## config.mk

```make
export PLATFORM = sky130hd
export DESIGN_NAME = instr_fetch
export DESIGN_NICKNAME = d
export VERILOG_FILES = /design/src/rtl/instr_fetch.sv
export SDC_FILE = /design/constraint.sdc
export NUM_CORES = 1
export LEC_CHECK = 0
export BUFFER_PORTS_ARGS = -buffer_cell sky130_fd_sc_hd__buf_4
export CAP_MARGIN = 20
export CORE_AREA = 2 2 139 141
export DETAILED_ROUTE_END_ITERATION = 16
export DIE_AREA = 0 0 141 143
export GPL_ROUTABILITY_DRIVEN = 0
export PLACE_DENSITY = 0.59
export SLEW_MARGIN = 20
export SYNTH_ARGS = -nofsm -noshare
export SYNTH_HDL_FRONTEND = slang
export SYNTH_SLANG_ARGS = --single-unit
```

## constraint.sdc

```tcl
create_clock -name clk -period 5.25 [get_ports clk]
set_input_delay 0.2625 -clock clk [delete_from_list [all_inputs] [get_ports clk]]
set_output_delay 0.2625 -clock clk [all_outputs]
set_load 0.01 [all_outputs]
```

## src/rtl/instr_fetch.sv

```systemverilog
// -----------------------------------------------------------------------------
// instr_fetch
//
// Instruction-fetch / PC stage of the MIPS core. Holds the architectural PC,
// fetches one instruction word per instruction over a req/ready handshake,
// holds it stable for the decoder while the core executes it, and on
// `advance` computes the next PC from the decoder's pc_control code.
//
// Parameters
//   RESET_PC     PC value loaded on reset.
//
// Ports
//   clk          sole clock, all state updates on the rising edge
//   rst          synchronous, active-high reset
//   imem_req     fetch request (only in FETCH, forced low while rst=1)
//   imem_addr    byte address of the fetch (always equal to pc)
//   imem_rdata   instruction word from memory
//   imem_ready   memory data valid (same-cycle response allowed)
//   pc_control   000 seq, 001 jump, 010 jump-register, 011 branch, 1xx reserved
//   jr_target    rs register value for JR/JALR
//   advance      single-cycle pulse: core finished executing instr
//   pc           address of the current instruction
//   pc_plus4     pc + 4 (link value for JAL/JALR)
//   instr        held instruction word
//   instr_valid  instr is valid for decode
//   fault        sticky misaligned-target / reserved-control error
//
// Configuration
//   INSTR_FETCH_DELAY_SLOT_EN  when defined, redirects honour a MIPS branch
//                              delay slot: the instruction after a redirect
//                              executes first, then the stored target is used.
// -----------------------------------------------------------------------------
module instr_fetch #(
  parameter logic [31:0] RESET_PC = 32'h0000_0000
) (
  input  logic        clk,
  input  logic        rst,
  output logic        imem_req,
  output logic [31:0] imem_addr,
  input  logic [31:0] imem_rdata,
  input  logic        imem_ready,
  input  logic [2:0]  pc_control,
  input  logic [31:0] jr_target,
  input  logic        advance,
  output logic [31:0] pc,
  output logic [31:0] pc_plus4,
  output logic [31:0] instr,
  output logic        instr_valid,
  output logic        fault
);

  typedef enum logic [1:0] {
    S_FETCH = 2'd0,
    S_EXEC  = 2'd1,
    S_FAULT = 2'd2
  } state_t;

  localparam logic [2:0] CTRL_SEQ    = 3'b000;
  localparam logic [2:0] CTRL_JUMP   = 3'b001;
  localparam logic [2:0] CTRL_JR     = 3'b010;
  localparam logic [2:0] CTRL_BRANCH = 3'b011;

  state_t      state, state_next;
  logic [31:0] pc_next;
  logic [31:0] instr_next;

  logic [31:0] target;
  logic        reserved;
  logic        misaligned;

`ifdef INSTR_FETCH_DELAY_SLOT_EN
  logic        pend_valid, pend_valid_next;
  logic [31:0] pend_target, pend_target_next;
  logic        is_redirect;
`endif

  assign pc_plus4  = pc + 32'd4;
  assign imem_addr = pc;

  // Request is gated by rst combinationally so nothing is issued during the
  // reset cycle even though the state register only clears at the edge.
  assign imem_req    = (state == S_FETCH) && !rst;
  assign instr_valid = (state == S_EXEC);
  assign fault       = (state == S_FAULT);

  // ---------------------------------------------------------------------------
  // Target computation from the held instruction and the decoder's code.
  // Reserved codes fall back to pc_plus4, which is also the PC recorded when
  // the reserved-code fault is taken.
  // ---------------------------------------------------------------------------
  always_comb begin
    // NOTE: every always_comb output gets a default first so no path can
    // leave it unassigned and infer a latch.
    target = pc_plus4;
    case (pc_control)
      CTRL_SEQ:    target = pc_plus4;
      CTRL_JUMP:   target = {pc_plus4[31:28], instr[25:0], 2'b00};
      CTRL_JR:     target = jr_target;
      CTRL_BRANCH: target = pc_plus4 + {{14{instr[15]}}, instr[15:0], 2'b00};
      default:     target = pc_plus4;
    endcase
  end

  assign reserved   = pc_control[2];
  assign misaligned = (target[1:0] != 2'b00);

`ifdef INSTR_FETCH_DELAY_SLOT_EN
  assign is_redirect = !pc_control[2] && (pc_control[1:0] != 2'b00);
`endif

  // ---------------------------------------------------------------------------
  // Next-state / next-register logic
  // ---------------------------------------------------------------------------
  always_comb begin
    state_next = state;
    pc_next    = pc;
    instr_next = instr;
`ifdef INSTR_FETCH_DELAY_SLOT_EN
    pend_valid_next  = pend_valid;
    pend_target_next = pend_target;
`endif

    case (state)
      S_FETCH: begin
        if (imem_ready) begin
          instr_next = imem_rdata;
          state_next = S_EXEC;
        end
      end

      S_EXEC: begin
        if (advance) begin
`ifdef INSTR_FETCH_DELAY_SLOT_EN
          if (pend_valid) begin
            // Delay-slot instruction retired: the stored target was already
            // checked when it was computed, so no fault test here.
            pc_next         = pend_target;
            pend_valid_next = 1'b0;
            state_next      = S_FETCH;
          end else if (reserved || misaligned) begin
            pc_next    = target;
            state_next = S_FAULT;
          end else if (is_redirect) begin
            pc_next          = pc_plus4;
            pend_target_next = target;
            pend_valid_next  = 1'b1;
            state_next       = S_FETCH;
          end else begin
            pc_next    = target;
            state_next = S_FETCH;
          end
`else
          pc_next    = target;
          state_next = (reserved || misaligned) ? S_FAULT : S_FETCH;
`endif
        end
      end

      S_FAULT: begin
        state_next = S_FAULT;
      end

      default: begin
        state_next = S_FAULT;
      end
    endcase
  end

  // ---------------------------------------------------------------------------
  // State registers
  // ---------------------------------------------------------------------------
  always_ff @(posedge clk) begin
    // NOTE: sequential state uses non-blocking assignments so every register
    // samples the pre-edge values regardless of statement order.
    if (rst) begin
      state <= S_FETCH;
      pc    <= RESET_PC;
      instr <= 32'h0;
`ifdef INSTR_FETCH_DELAY_SLOT_EN
      pend_valid  <= 1'b0;
      pend_target <= 32'h0;
`endif
    end else begin
      state <= state_next;
      pc    <= pc_next;
      instr <= instr_next;
`ifdef INSTR_FETCH_DELAY_SLOT_EN
      pend_valid  <= pend_valid_next;
      pend_target <= pend_target_next;
`endif
    end
  end

endmodule

```

==> results of run 1 <==
-- final cells by class --
cell class              instances  area [um2]
clock inverters                 3        40.0
inverters                      20        75.1
well taps                     234         293
fillers                      1939       11300
clock buffers                  12         246
multi-input cells             603        3690
repair buffers                211        1580
flip-flops and latches         66        1320
-- per-layer routing --
layer,up-vias,GRT usage (%)
li1,3028,-
met1,2956,28.0
met2,260,36.5
met3,23,5.33
met4,0,7.16
met5,-,0
-- placed cells by master (no fill, tap or decap), types with 7 or more instances in the layout --
| cell type | netlist | routed |
|---|---|---|
| nand2_1 | 116 | 116 |
| a21oi_1 | 97 | 97 |
| and3_1 | 9 | 9 |
| xnor2_1 | 31 | 31 |
| nor3_1 | 16 | 16 |
| nand4_1 | 10 | 10 |
| o21ai_0 | 36 | 36 |
| ha_1 | 34 | 34 |
| xor2_1 | 15 | 15 |
| a211oi_1 | 10 | 10 |
| nor2_1 | 62 | 62 |
| buf_4 | 34 | 211 |
| o21bai_1 | 9 | 9 |
| o22ai_1 | 20 | 20 |
| a31oi_1 | 15 | 15 |
| a21o_1 | 13 | 13 |
| nand3_1 | 19 | 19 |
| dfxtp_1 | 66 | 66 |
| and4_1 | 7 | 7 |
| clkbuf_16 | 0 | 9 |
| inv_1 | 19 | 19 |
-- kinds of logic after synthesis --
| family | synth area share, % |
|---|---|
| AOI/OAI and AO/OA | 28.6 |
| xor gates and xnor gates | 7.36 |
| adders and majority gates | 8.13 |
| buffers and inverters | 8.52 |
| DFF | 24.1 |
| muxes | 0.777 |
| and+or+nand+nor | 22.5 |
-- flip-flops by register name (all words and copies together), names as in the netlist --
register   flops
instr         32
imem_addr     32
state          2
-- worst register-to-register path: cells and delay by family (launching register included) --
kind                     cells  cell delay, ns
AND/OR/NAND/NOR              7            1.74
AO/OA/AOI/OAI                6            1.63
flip-flops                   1            0.49
adder cells (fa/ha/maj)      1            0.33
XOR/XNOR                     1            0.21
-- through the flow --
stage	instance area [um2]	utilization (%)	worst slack, ns
finish	7250	39.0	0.779
global route	7250	39.0	0.423
CTS	7250	39.0	0.793
detailed placement	6960	37.5	0.818
global placement	6960	37.5	0.916
floorplan	5480	-	1.02
-- report_power, final --
group          switching (W)  total [W]  internal (W)
clock               0.000245   0.000622      0.000377
sequential         0.0000411   0.000570      0.000529
combinational       0.000229   0.000412      0.000182
-- worst max path at each step --
stage | to | from | slack (ns)
2_1_floorplan | imem_addr[31] | imem_addr[8] | 1.02
3_3_place_gp | imem_addr[31] | imem_addr[4] | 0.92
3_5_place_dp | imem_addr[31] | imem_addr[4] | 0.82
4_1_cts | imem_addr[31] | imem_addr[4] | 0.79
5_1_grt | imem_addr[30] | imem_addr[4] | 0.42
6_report | imem_addr[31] | imem_addr[4] | 0.78
==> impl_metrics.env, run 1 <==
export IMPL_avgSynthCellArea_um2=7.22
export IMPL_clk_latency_ns=0.35
export IMPL_min_from="imem_rdata[27]"
export IMPL_yosys_register_bits=66
export IMPL_yosysTopAreaCell="dfxtp_1"
export IMPL_port_buffers=201
export IMPL_drtAntennaViolNets=0
export IMPL_grt_max_degree=69
export IMPL_ff2ff_path_depth=15
export IMPL_die_w_um=141
export IMPL_hold_class="primary input to register"
export IMPL_yosys_area_top_type_share_pct=24.1
export IMPL_critPathSlowestCell="dfxtp_1"
export IMPL_finalCriticalPeriod_ns=4.47
export IMPL_die_area_um2=20200
export IMPL_end_kind="register"
export IMPL_diodes=0
export IMPL_critPathArrivalTime_ns=4.77
export IMPL_routed_wl_um=22400
export IMPL_start_util_pct=29.5
export IMPL_whs_ns=0.158
export IMPL_num_vias=6267
export IMPL_viasPerCell=5.45
export IMPL_ios=202
export IMPL_netlist_top_cells_count="116 x nand2_1, 97 x a21oi_1, 66 x dfxtp_1"
export IMPL_hold_depth=3
export IMPL_min_period_over_period_pct=85.2
export IMPL_hold_violations=0
export IMPL_dr_first_iter_drc_count=450
export IMPL_dp_cells=1134
export IMPL_cts_tree="done"
export IMPL_cp_start_kind="register"
export IMPL_setup_viol=0
export IMPL_syn_to_final_growth_pct=32.3
export IMPL_hold_end="instr[27]"
export IMPL_cellPowerDensity_nw_per_um2=221
export IMPL_cts_buffers=9
export IMPL_die_y_um=143
export IMPL_track_usage_pct=21.9
export IMPL_dp_hpwl_um=16700
export IMPL_drtPass1Iterations=5
export IMPL_path_clk_slew_ns=0.06
export IMPL_status="complete, no violations"
export IMPL_antenna_found_initial=0
export IMPL_cts_resized=0
export IMPL_cp_max_fo=9
export IMPL_synth_nets=865
export IMPL_cp_depth=15
export IMPL_ys_async_sr_fraction_pct=0
export IMPL_hold_buffers=0
export IMPL_yosysSeqAreaShare_pct=24.1
export IMPL_gr_total_overflow=0
export IMPL_cts_max_path_buffers=2
export IMPL_r2r_setup_slack_ns=0.78
export IMPL_dominantRegCellSynth="dfxtp_1"
export IMPL_synth_edf_count=0
export IMPL_worstPathRequired_ns=5.54
export IMPL_critPathBufInv=0
export IMPL_finalNonFillerCells=1149
export IMPL_postSynthCellCount=759
export IMPL_highest_layer="met4"
export IMPL_crit_family="simple AND/OR/NAND/NOR gates"
export IMPL_yosysMostFrequentCell="nand2_1"
export IMPL_crit_top_cell="a21o_1"
export IMPL_rsz0062_at_grt="false"
export IMPL_cpPeakStageDelay_ns=0.49
export IMPL_fmax_ghz=0.224
export IMPL_cts_root_buf="clkbuf_16"
export IMPL_wl_met2_um=10600
export IMPL_p_total_w=0.00160
export IMPL_max_cap_violations=0
export IMPL_worst_slew_pin_slew_ns=0.923
export IMPL_drcViolationCount=0
export IMPL_cts_setup_buffers=0
export IMPL_rows=50
export IMPL_wl_met3_um=1810
export IMPL_synth_cell_type_count=68
export IMPL_coreArea_um2=18600
export IMPL_synth_area_um2=5480
export IMPL_max_slew_margin_pct=38.4
export IMPL_wl_per_cell_um=19.5
export IMPL_clkSinkCount=66
export IMPL_grt_first_pass_wirelength_um=34100
export IMPL_critPathKind="register to register"
export IMPL_synth_top_cells_by_area="dfxtp_1 24%, a21oi_1 8.9%, nand2_1 7.9%"
export IMPL_path_cells="nand4_1 > or3_1 > nor2_1 > and2_1 > and3_1 > xor2_1 > ha_1 > a21o_1 > a21o_1 > a211o_1 > a211oi_2 > nor3b_1 > a311o_1 > o41a_1 > nand2_1"
export IMPL_peakVddDrop_v=0.000160
export IMPL_htree_num_levels=3
export IMPL_grt_pass1_vias=5985
export IMPL_p_leak_nw=3.28
export IMPL_drive_gt1_share_pct=26.1
export IMPL_skew_ns=0.00366
export IMPL_yosys_warnings=0
export IMPL_r2r_end="imem_addr[31]"
export IMPL_slew_viol_final=0
export IMPL_fin_nets=1017
export IMPL_tns_ns=0
export IMPL_r2r_start="imem_addr[4]"
export IMPL_wl_met1_um=9610
No activity file was read; power rests on OpenSTA's default activity.
==> run 2, diff against run 1 <==
--- a/config.mk
+++ b/config.mk
@@ -7,11 +7,14 @@
 export LEC_CHECK = 0
 export BUFFER_PORTS_ARGS = -buffer_cell sky130_fd_sc_hd__buf_4
 export CAP_MARGIN = 20
-export CORE_AREA = 2 2 139 141
+export CELL_PAD_IN_SITES_DETAIL_PLACEMENT = 1
+export CELL_PAD_IN_SITES_GLOBAL_PLACEMENT = 1
+export CORE_AREA = 8 8 145 147
 export DETAILED_ROUTE_END_ITERATION = 16
-export DIE_AREA = 0 0 141 143
+export DIE_AREA = 0 0 153 155
 export GPL_ROUTABILITY_DRIVEN = 0
-export PLACE_DENSITY = 0.59
+export MAX_ROUTING_LAYER = met4
+export PLACE_DENSITY = 0.77
 export SLEW_MARGIN = 20
 export SYNTH_ARGS = -nofsm -noshare
 export SYNTH_HDL_FRONTEND = slang
==> impl_metrics.env, run 2 (synthesized netlist as in run 1, its figures left out) <==
export IMPL_fmax_ghz=0.219
export IMPL_skew_ns=0.0116
export IMPL_coreArea_um2=19000
export IMPL_die_area_um2=23700
export IMPL_gr_total_overflow=0
export IMPL_cp_start_kind="register"
export IMPL_routed_wl_um=24900
export IMPL_cts_resized=0
export IMPL_min_period_over_period_pct=87.1
export IMPL_cts_tree="done"
export IMPL_final_common_cell="buf_4"
export IMPL_path_clk_slew_ns=0.06
export IMPL_final_cell_mix="210 x buf_4, 115 x nand2_1, 97 x a21oi_1"
export IMPL_grt_max_degree=69
export IMPL_combinationalPowerShare_pct=25.6
export IMPL_grt_first_pass_wirelength_um=38000
export IMPL_rsz0062_at_grt="false"
export IMPL_end_kind="register"
export IMPL_peakVddDrop_v=0.000146
export IMPL_min_from="imem_rdata[18]"
export IMPL_num_vias=6330
export IMPL_hold_violations=0
export IMPL_postLayoutCellArea_um2=7260
export IMPL_setup_viol=0
export IMPL_drtPass1Iterations=5
export IMPL_clk_latency_ns=0.35
export IMPL_cts_root_buf="clkbuf_16"
export IMPL_critPathArrivalTime_ns=4.87
export IMPL_viasPerCell=5.49
export IMPL_start_util_pct=28.9
export IMPL_finalNonFillerCells=1153
export IMPL_p_sw_w=0.000529
export IMPL_whs_ns=0.158
export IMPL_r2r_setup_slack_ns=0.68
export IMPL_startpoint="imem_addr[4]"
export IMPL_drtAntennaViolNets=0
export IMPL_cpPeakStageDelay_ns=0.51
export IMPL_p_int_w=0.00111
export IMPL_hold_class="primary input to register"
export IMPL_r2r_start="imem_addr[4]"
export IMPL_htree_num_levels=3
export IMPL_worst_slew_pin_slew_ns=0.989
export IMPL_slew_viol_final=0
export IMPL_ios=202
export IMPL_syn_to_final_growth_pct=32.6
export IMPL_cp_max_fo=9
export IMPL_cts_setup_buffers=0
export IMPL_clkSinkCount=66
export IMPL_seqPwrFrac_pct=35.0
export IMPL_crit_top_cell="a21o_1"
export IMPL_tns_ns=0
export IMPL_wl_per_cell_um=21.6
export IMPL_drive_gt1_share_pct=26.1
export IMPL_die_w_um=153
export IMPL_sw_frac_of_total_pct=32.3
export IMPL_port_buffers=201
export IMPL_cellPowerDensity_nw_per_um2=225
export IMPL_finalCriticalPeriod_ns=4.57
export IMPL_track_usage_pct=21.0
export IMPL_dpl_cell_area_um2=6960
export IMPL_dp_cells=1137
export IMPL_p_clk_share_pct=39.5
export IMPL_critPathKind="register to register"
export IMPL_critPathSlowestCell="dfxtp_1"
export IMPL_cts_buffers=9
export IMPL_diodes=0
export IMPL_status="complete, no violations"
export IMPL_antenna_found_initial=0
export IMPL_path_cells="nand4_1 > or3_1 > nor2_1 > and2_1 > and3_1 > xor2_1 > ha_1 > a21o_1 > a21o_1 > a211o_1 > a211oi_2 > nor3b_1 > a311o_1 > o41a_1 > nand2_1"
export IMPL_grt_pass1_vias=6585
export IMPL_cts_max_path_buffers=2
export IMPL_dp_hpwl_um=19300
export IMPL_max_cap_violations=0
export IMPL_worstPathRequired_ns=5.55
export IMPL_rows=51
export IMPL_die_y_um=155
export IMPL_p_total_w=0.00163
export IMPL_hold_buffers=0
export IMPL_max_slew_margin_pct=33.7
export IMPL_dr_first_iter_drc_count=467
export IMPL_p_leak_nw=3.28
export IMPL_fin_nets=1016
export IMPL_drcViolationCount=0
==> run 2: changes by cell type in the layout (fill, tap and decap cells not counted) <==
cell      before  now
buf_4        211  210
clkbuf_1       2    3
clkbuf_8       1    2
clkinv_2       2    1
nand2_1      116  115
nand2_2        0    1
o21ai_0       36   35
o21ai_1        0    1
==> run 2: power by group through the flow <==
stage	clock [W]	combinational (W)	sequential (W)
final	0.000645	0.000418	0.000571
after floorplan	0	0.000224	0.000581
after global routing	0.000680	0.000455	0.000576
after CTS	0.000657	0.000420	0.000571
after detailed placement	0	0.000418	0.000582
after global placement	0	0.000411	0.000580
==> run 2: final timing paths <==
kind,end,cells past startpoint
worst max-delay path,imem_addr[31],15
worst max register to register,imem_addr[31],15
worst min register to register,instr[29],2
worst min-delay path,instr[18],3
==> run 2: worst max-delay path: cells and delay by family (launching register included) <==
family	cells	cell delay, ns
flops	1	0.51
compound gates	6	1.66
fa+ha+maj	1	0.35
xor+xnor	1	0.25
simple gates	7	1.76
==> run 2: stage by stage <==
stage	util [%]	worst slack [ns]
floorplan	-	1.02
global placement	36.7	0.881
detailed placement	36.7	0.732
CTS	38.3	0.697
global route	38.3	0.380
finish	38.3	0.679
==> run 2: layer usage <==
layer  vias to the layer above  wire length (um)  share of wire (%)  GRT usage [%]
met1                      3062             11000                 44           24.7
met4                         0               615                2.5           7.82
met5                         -                 0                  0              -
met3                        41              1530                6.1           5.13
met2                       210             11700                 47           34.4
li1                       3017                 -                  -              -
==> run 2: area by class of cell <==
class / count / area (um2)
Fill cell: 2345 / 11700
Multi-Input combinational cell: 603 / 3690
Timing Repair Buffer: 210 / 1580
Sequential cell: 66 / 1320
Tap cell: 238 / 298
Clock buffer: 14 / 264
Inverter: 20 / 75.1
Clock inverter: 2 / 35.0
==> run 3, diff against run 2 <==
--- a/config.mk
+++ b/config.mk
@@ -14,7 +14,7 @@
 export DIE_AREA = 0 0 153 155
 export GPL_ROUTABILITY_DRIVEN = 0
 export MAX_ROUTING_LAYER = met4
-export PLACE_DENSITY = 0.77
+export PLACE_DENSITY = 0.8
 export SLEW_MARGIN = 20
 export SYNTH_ARGS = -nofsm -noshare
 export SYNTH_HDL_FRONTEND = slang
==> constraint.sdc (replaced) <==
create_clock -name clk -period 4.16 [get_ports clk]
set_input_delay 0.208 -clock clk [delete_from_list [all_inputs] [get_ports clk]]
set_output_delay 0.208 -clock clk [all_outputs]
set_load 0.01 [all_outputs]
==> impl_metrics.env, run 3 (synthesized netlist as in run 1, its figures left out) <==
export IMPL_max_cap_violations=0
export IMPL_cts_buffers=9
export IMPL_antenna_found_initial=0
export IMPL_dr_first_iter_drc_count=360
export IMPL_worst_slew_pin_slew_ns=0.979
export IMPL_cts_tree="done"
export IMPL_cts_max_path_buffers=2
export IMPL_tns_ns=0
export IMPL_grt_max_degree=69
export IMPL_fin_util_pct=40.0
export IMPL_final_cell_mix="246 x buf_4, 116 x nand2_1, 97 x a21oi_1"
export IMPL_htree_num_levels=3
export IMPL_slew_viol_final=0
export IMPL_hold_class="primary input to register"
export IMPL_rows=51
export IMPL_dp_hpwl_um=19600
export IMPL_cp_start_kind="register"
export IMPL_die_w_um=153
export IMPL_clkSinkCount=66
export IMPL_syn_to_final_growth_pct=38.5
export IMPL_routed_wl_um=25100
export IMPL_min_period_over_period_pct=95.4
export IMPL_ios=202
export IMPL_die_area_um2=23700
export IMPL_setup_viol=0
export IMPL_p_total_w=0.00200
export IMPL_cts_root_buf="clkbuf_16"
export IMPL_cpPeakStageDelay_ns=0.43
export IMPL_rsz0062_at_grt="false"
export IMPL_hold_buffers=0
export IMPL_worstPathRequired_ns=4.45
export IMPL_num_vias=6477
export IMPL_crit_top_cell="a21o_1"
export IMPL_coreArea_um2=19000
export IMPL_drcViolationCount=0
export IMPL_critPathKind="register to register"
export IMPL_postLayoutCellArea_um2=7590
export IMPL_status="complete, no violations"
export IMPL_cp_max_fo=5
export IMPL_r2r_start="imem_addr[4]"
export IMPL_fmax_ghz=0.252
export IMPL_p_leak_nw=3.48
export IMPL_hold_violations=0
export IMPL_cellPowerDensity_nw_per_um2=263
export IMPL_finalCriticalPeriod_ns=3.97
export IMPL_worstSetupEndpoint="imem_addr[31]"
export IMPL_port_buffers=201
export IMPL_end_kind="register"
export IMPL_startpoint="imem_addr[4]"
export IMPL_drtPass1Iterations=5
export IMPL_track_usage_pct=21.2
export IMPL_grt_first_pass_wirelength_um=38400
export IMPL_dp_cells=1172
export IMPL_gr_total_overflow=0
export IMPL_diodes=0
export IMPL_critPathSlowestCell="or3_4"
export IMPL_drtAntennaViolNets=0
export IMPL_clk_latency_ns=0.35
export IMPL_wl_per_cell_um=21.1
export IMPL_fillCellCount=2380
export IMPL_path_cells="nand4_1 > or3_4 > nor2_2 > and2_4 > and3_2 > xor2_2 > ha_1 > a21o_1 > a21o_1 > a211o_1 > a211oi_2 > nor3b_1 > a311o_1 > o41a_1 > nand2_1"
export IMPL_critPathArrivalTime_ns=4.26
export IMPL_ff2ff_path_depth=15
export IMPL_path_clk_slew_ns=0.06
export IMPL_peakVddDrop_v=0.000198
export IMPL_finalNonFillerCells=1189
export IMPL_skew_ns=0.00497
export IMPL_grt_pass1_vias=6890
export IMPL_dpl_cell_area_um2=7230
export IMPL_viasPerCell=5.45
export IMPL_drive_gt1_share_pct=30.7
export IMPL_final_common_cell="buf_4"
export IMPL_max_slew_margin_pct=34.7
export IMPL_r2r_end="imem_addr[31]"
export IMPL_r2r_setup_slack_ns=0.19
export IMPL_fin_nets=1052
export IMPL_die_y_um=155
export IMPL_start_util_pct=28.9
==> run 3: routing by layer <==
layer	track usage, %	up-vias	routed length [um]
met4	8.86	0	751
met1	24.8	3123	10800
met5	-	-	0
met2	35.1	212	12000
li1	-	3096	-
met3	4.30	46	1470
==> run 3: timing repair <==
action / CTS / global route
endpoints found under the setup margin: 1 / 8
buffers inserted: 0 / 1
gates resized for setup: 1 / 18
gates cloned: 0 / 0
pin swaps: 1 / 1
==> run 3: power breakdown <==
group	internal, W	total, W	switching (W)
combinational	0.000247	0.000560	0.000313
clock	0.000417	0.000725	0.000308
sequential	0.000668	0.000713	0.0000447
==> run 3: how the worst min path moves through the flow <==
stage,slack (ns),from,to,depth (start not counted)
after floorplan,0.34,imem_rdata[26],instr[26],2
after global placement,0.44,instr[26],instr[26],2
after detailed placement,0.45,instr[26],instr[26],2
after CTS,0.09,imem_rdata[23],instr[23],3
after global routing,0.10,imem_rdata[8],instr[8],3
final,0.10,imem_rdata[23],instr[23],3
==> run 3: layout make-up <==
cell class | count | area, um2 | share of cell area [%]
well taps | 238 | 298 | 3.92
multi-input cells | 603 | 3780 | 49.8
clock inverters | 3 | 15.0 | 0.198
clock buffers | 13 | 250 | 3.30
flip-flops and latches | 66 | 1320 | 17.4
repair buffers | 246 | 1850 | 24.3
inverters | 20 | 75.1 | 0.989
==> run 3: critical path: cells and delay by family (launching register included) <==
| kind | cells | cell delay, ns |
|---|---|---|
| compound gates | 6 | 1.65 |
| fa+ha+maj | 1 | 0.27 |
| xor+xnor | 1 | 0.19 |
| flops | 1 | 0.40 |
| simple gates | 7 | 1.41 |
==> run 3: metrics by stage <==
step	hold WS (ns)	setup slack [ns]
floorplan	0.344	0.00736
global placement	0.444	0.172
detailed placement	0.450	0.0293
CTS	0.0937	0.00133
global route	0.105	0.0138
finish	0.103	0.193
